==> config.mk <==
export PLATFORM = sky130hd
export DESIGN_NAME = img_bram_to_axis
export DESIGN_NICKNAME = d
export VERILOG_FILES = /design/src/rtl/img_bram_to_axis.sv
export SDC_FILE = /design/constraint.sdc
export NUM_CORES = 1
export LEC_CHECK = 0
export CORE_MARGIN = 3
export CORE_UTILIZATION = 45
export DETAILED_ROUTE_END_ITERATION = 12
export PLACE_DENSITY = 0.78
export SLEW_MARGIN = 20
export SYNTH_ARGS = -nofsm -noshare
export SYNTH_HDL_FRONTEND = slang
export SYNTH_SLANG_ARGS = --single-unit
==> constraint.sdc <==
create_clock -name clk -period 3 [get_ports clk]
set_input_delay 0.45 -clock clk [delete_from_list [all_inputs] [get_ports clk]]
set_output_delay 0.45 -clock clk [all_outputs]
set_load 0.05 [all_outputs]
==> src/rtl/img_bram_to_axis.sv <==
// Reads a frame of NUM_WORDS words from a BRAM port and replays it as an
// AXI-Stream frame through a 2-entry skid FIFO.
module img_bram_to_axis #(
    parameter int          NUM_WORDS = 784,
    parameter logic [31:0] BASE_ADDR = 32'd0
) (
    input  logic        clk,
    input  logic        rst_n,
    input  logic        start,
    output logic        done,
    output logic        clkb,
    output logic        rstb,
    output logic        enb,
    output logic [31:0] addrb,
    output logic [31:0] dinb,
    output logic [3:0]  web,
    input  logic [31:0] doutb,
    output logic [31:0] m_axis_tdata,
    output logic        m_axis_tvalid,
    input  logic        m_axis_tready,
    output logic        m_axis_tlast
);

    localparam int IW = (NUM_WORDS > 1) ? $clog2(NUM_WORDS) : 1;
    localparam logic [IW-1:0] LAST_IDX = IW'(NUM_WORDS - 1);

    typedef enum logic [1:0] {
        IDLE,
        RUN,
        FLUSH
    } state_t;

    state_t r_state;
    state_t w_next;

    logic          r_start_q;
    logic          r_arm;
    logic          r_go;
    logic [IW-1:0] r_idx;
    logic [31:0]   r_addr;
    logic          r_vld;
    logic          r_vlast;
    logic [31:0]   r_mem [2];
    logic [1:0]    r_lst;
    logic          r_wp;
    logic          r_rp;
    logic [1:0]    r_cnt;

    logic       w_tick;
    logic       w_launch;
    logic       w_pop;
    logic [2:0] w_level;
    logic       w_room;
    logic       w_issue;
    logic       w_is_last;
    logic       w_head_last;

    // r_arm masks the first cycle after reset so a held start is not an edge
    assign w_tick    = start & ~r_start_q & r_arm;
    assign w_launch  = (r_state == IDLE) & w_tick;
    assign w_pop     = (r_cnt != 2'd0) & m_axis_tready;
    assign w_level   = {1'b0, r_cnt} + {2'b00, r_vld}
                     - {2'b00, w_pop};
    assign w_room    = (w_level < 3'd2);
    assign w_issue   = (r_state == RUN) & r_go & w_room;
    assign w_is_last = (r_idx == LAST_IDX);
    assign w_head_last = r_lst[r_rp];

    assign clkb  = clk;
    assign rstb  = ~rst_n;
    assign addrb = r_addr;
    assign dinb  = 32'd0;
    assign web   = 4'd0;

    assign m_axis_tvalid = (r_cnt != 2'd0);
    assign m_axis_tdata  = r_mem[r_rp];
    assign m_axis_tlast  = m_axis_tvalid & w_head_last;

    always_comb begin
        w_next = r_state;
        enb    = 1'b0;
        done   = 1'b0;
        unique case (r_state)
            IDLE: begin
                done = 1'b1;
                if (w_tick) begin
                    w_next = RUN;
                end
            end
            RUN: begin
                enb = w_issue;
                if (w_issue && w_is_last) begin
                    w_next = FLUSH;
                end
            end
            FLUSH: begin
                if (w_pop && w_head_last) begin
                    w_next = IDLE;
                end
            end
            default: begin
                w_next = IDLE;
            end
        endcase
    end

    always_ff @(posedge clk) begin
        if (!rst_n) begin
            r_state   <= IDLE;
            r_start_q <= 1'b0;
            r_arm     <= 1'b0;
            r_go      <= 1'b0;
            r_idx     <= '0;
            r_addr    <= BASE_ADDR;
            r_vld     <= 1'b0;
            r_vlast   <= 1'b0;
            r_mem[0]  <= 32'd0;
            r_mem[1]  <= 32'd0;
            r_lst     <= 2'b00;
            r_wp      <= 1'b0;
            r_rp      <= 1'b0;
            r_cnt     <= 2'd0;
        end else begin
            r_state   <= w_next;
            r_start_q <= start;
            r_arm     <= 1'b1;
            // one cycle of address setup before the first read of a frame
            r_go      <= (r_state == RUN);
            if (w_launch) begin
                r_idx  <= '0;
                r_addr <= BASE_ADDR;
            end else if (w_issue && !w_is_last) begin
                r_idx  <= r_idx + 1'b1;
                r_addr <= r_addr + 32'd4;
            end
            r_vld   <= w_issue;
            r_vlast <= w_issue & w_is_last;
            if (r_vld) begin
                r_mem[r_wp] <= doutb;
                r_lst[r_wp] <= r_vlast;
                r_wp        <= ~r_wp;
            end
            if (w_pop) begin
                r_rp <= ~r_rp;
            end
            r_cnt <= r_cnt + {1'b0, r_vld} - {1'b0, w_pop};
        end
    end

endmodule

==> run metrics <==
status=complete, but fails checks; failing checks=setup timing; hold path depth=2; post-synth cell types=41; Setup violations, final=13; largest net degree at the start of global routing=53; startpoint types=register; CP dominant cell by count=inv_1; Critical Path RT=2550 ps; Final HPWL DP=8.45 mm; worst-case vdd ir drop=0.000349 V; DIE WIDTH=approximately 120 um; post-route minimum period=3190 ps; Crit-path slowest cell=fa_1; Hold Crit Endpoint=addrb[31]; top cell type's share of synthesized area=0.336; vias post-DR=approximately 4500; Synth Area in XOR/XNOR=0.00613; period utilization=1.06; mux share of post-synthesis cell area=0.0893; Final nets=701; R2R Setup Slk=-60 ps; DIE AREA=14100 sq um; Area Growth Syn to Fin=38.1%; Synth area leader=edfxtp_1; ys flop type=edfxtp_1; share of cells above drive strength 1=0.269; Reg-to-Reg End=addrb[24]; initial antenna violation count=0; Worst path max stage delay=480 ps; vias in the first global route=4382; WP buf/inv=5; RSZ-0062 raised after global routing=yes; Async SR Flop Fraction=0; final worst setup slack=-186 ps; Fin. Hold Viols=0; Setup Skew=13.7 ps; Worst Path Max Fanout=3; largest family of logic cells by synthesized area=simple AND/OR/NAND/NOR gates; Initial Util=0.468; worst r2r src=r_cnt[0]; sequential fraction of the synthesis area=0.526; DRC violations left=0; Max Cap Violations=0; final wirelength=13.5 mm; pwr dens=659 nW/um^2; Worst Tran Pin Value=around 1100 ps; Arr. time, crit path=2740 ps; post-synthesis instance area=between 5000 and 6000 sq um; synthesized area per cell=10.8 sq um; YS warnings=0; Final Slew Violations=0; EDFF count, synth=64; Pre-Repair DR Iteration Count=5; crit path kind=register to primary output; TNS Setup=-650 ps; critical path cell sequence=o21ai_2, inv_1, ha_1, inv_1, ha_2, fa_1, and4bb_2, nand2_2, buf_6, clkinvlp_4, buf_12; worst hold start=addrb[31]; Core ar.=12200 sq um; number of I/O pins=142; Max Freq=314 MHz; Synth Area in Compound Gates=0.0596; first-pass GRT wire length=21.3 mm; Ant. Diodes=0; Worst-Skew Late Latency=520 ps; Crit. End Element=primary output; post-DR wirelength/cell=between 15 and 20 um; IO buf count=103; adder-cell share of the synthesized area=0.0123; RePlAce Congestion=0.819; CTS tree=done; Hold WC Path Type=register to register; Mapped Cells=528; vias per cell=around 5.3; pre-CTS setup slack=-458 ps; worst r2r path cells=14; most frequent cells in the layout=and2_1 (69), clkdlybuf4s50_1 (69), buf_4 (67); FF+latch count, synth=118; Lkg Pwr=2.86 nW; Detail Route Antenna Nets=0; Synth Area in Simple Gates=0.228; grt total ovfl=0; Crit path max-delay family=adder cells; relative max-transition margin=0.297; gr usage total=0.187; row count=40; Reg clk slew, reported paths=60 ps; 1st-iter DRT viols=242; Die Y=119 um; Synth area leaders=edfxtp_1 (34%), dfxtp_1 (19%), and2_1 (7.6%)
cells by family after synthesis:
kind of cell	count (synthesis)
XOR/XNOR	4
flip-flops	118
buffers and inverters	77
multiplexers	47
AO/OA/AOI/OAI	57
other	1
AND/OR/NAND/NOR	219
adder cells (fa/ha/maj)	5
report_power, final:
group | total (W) | leakage, nW | switching, W | internal (W)
sequential | 0.00178 | 1.10 | 0.0000220 | 0.00175
combinational | 0.00101 | 1.43 | 0.000664 | 0.000351
clock | 0.00241 | 0.331 | 0.000824 | 0.00159
total | 0.00520 | 2.86 | 0.00151 | 0.00369
timing repair:
item	in CTS	in global routing
cloned	0	2
gates resized for setup	6	50
hold buffers	0	0
pin swaps	4	21
endpoints found under the setup margin	3	31
buffers inserted	5	7
flip-flops by register name (all words and copies together) (netlist names), named ones only:
signal,flops
r_vld,1
r_go,1
r_state,2
r_idx,10
r_vlast,1
addrb,30
r_wp,1
r_arm,1
r_start_q,1
r_cnt,2
r_rp,1
r_mem,64
r_lst,2
tightest hold or removal path, stage by stage (launching register included):
cell and delay [ps]:
dfxtp_1 320, nand2_1 50, mux2i_1 50
through the flow:
stage | util | hold slack [ps] | instance area, sq um | total power, W | cells
after floorplan | - | 442 | 5860 | 0.00264 | 565
after global placement | 0.557 | 458 | 6800 | 0.00286 | 792
after detailed placement | 0.557 | 461 | 6800 | 0.00287 | 792
after CTS | 0.619 | 474 | 7560 | 0.00523 | 832
after global routing | 0.646 | 502 | 7890 | 0.00538 | 841
final | 0.646 | 471 | 7890 | 0.00520 | 841
per-layer routing:
layer,global-route usage,part of all wire
met4,0.0768,0.020
met1,0.238,0.43
met5,0,0
met2,0.297,0.48
met3,0.0536,0.060
area by class of cell:
class / count / area [sq um]
clock buffers: 21 / 510
clock inverters: 15 / 201
fillers: 950 / 4320
inverters: 9 / 37.5
multi-input cells: 370 / 2680
flip-flops and latches: 118 / 3010
well taps: 168 / 210
repair buffers: 140 / 1250
synthesized netlist by cell type (all sizes together) (4+ instances only):
master	count
and2	69
edfxtp	64
dfxtp	54
buf	51
mux2	32
nand2	31
a21oi	27
nand3	18
clkbuf	17
nand2b	16
or4	16
mux2i	15
nand4	15
nor4	15
o31ai	13
o21ai	11
nor2	9
inv	8
or3	8
and4	7
and3	6
ha	4
worst max-delay path by stage:
stage,startpoint,endpoint,slack [ps],cells past startpoint
after global placement,m_axis_tready,addrb[13],-420,11
after detailed placement,m_axis_tready,addrb[13],-460,11
after global routing,r_cnt[0],enb,-330,11
after floorplan,m_axis_tready,r_state[1],20,12
after CTS,r_cnt[1],enb,-200,11
final,r_cnt[0],enb,-190,11
No activity file was read; power rests on OpenSTA's default activity.
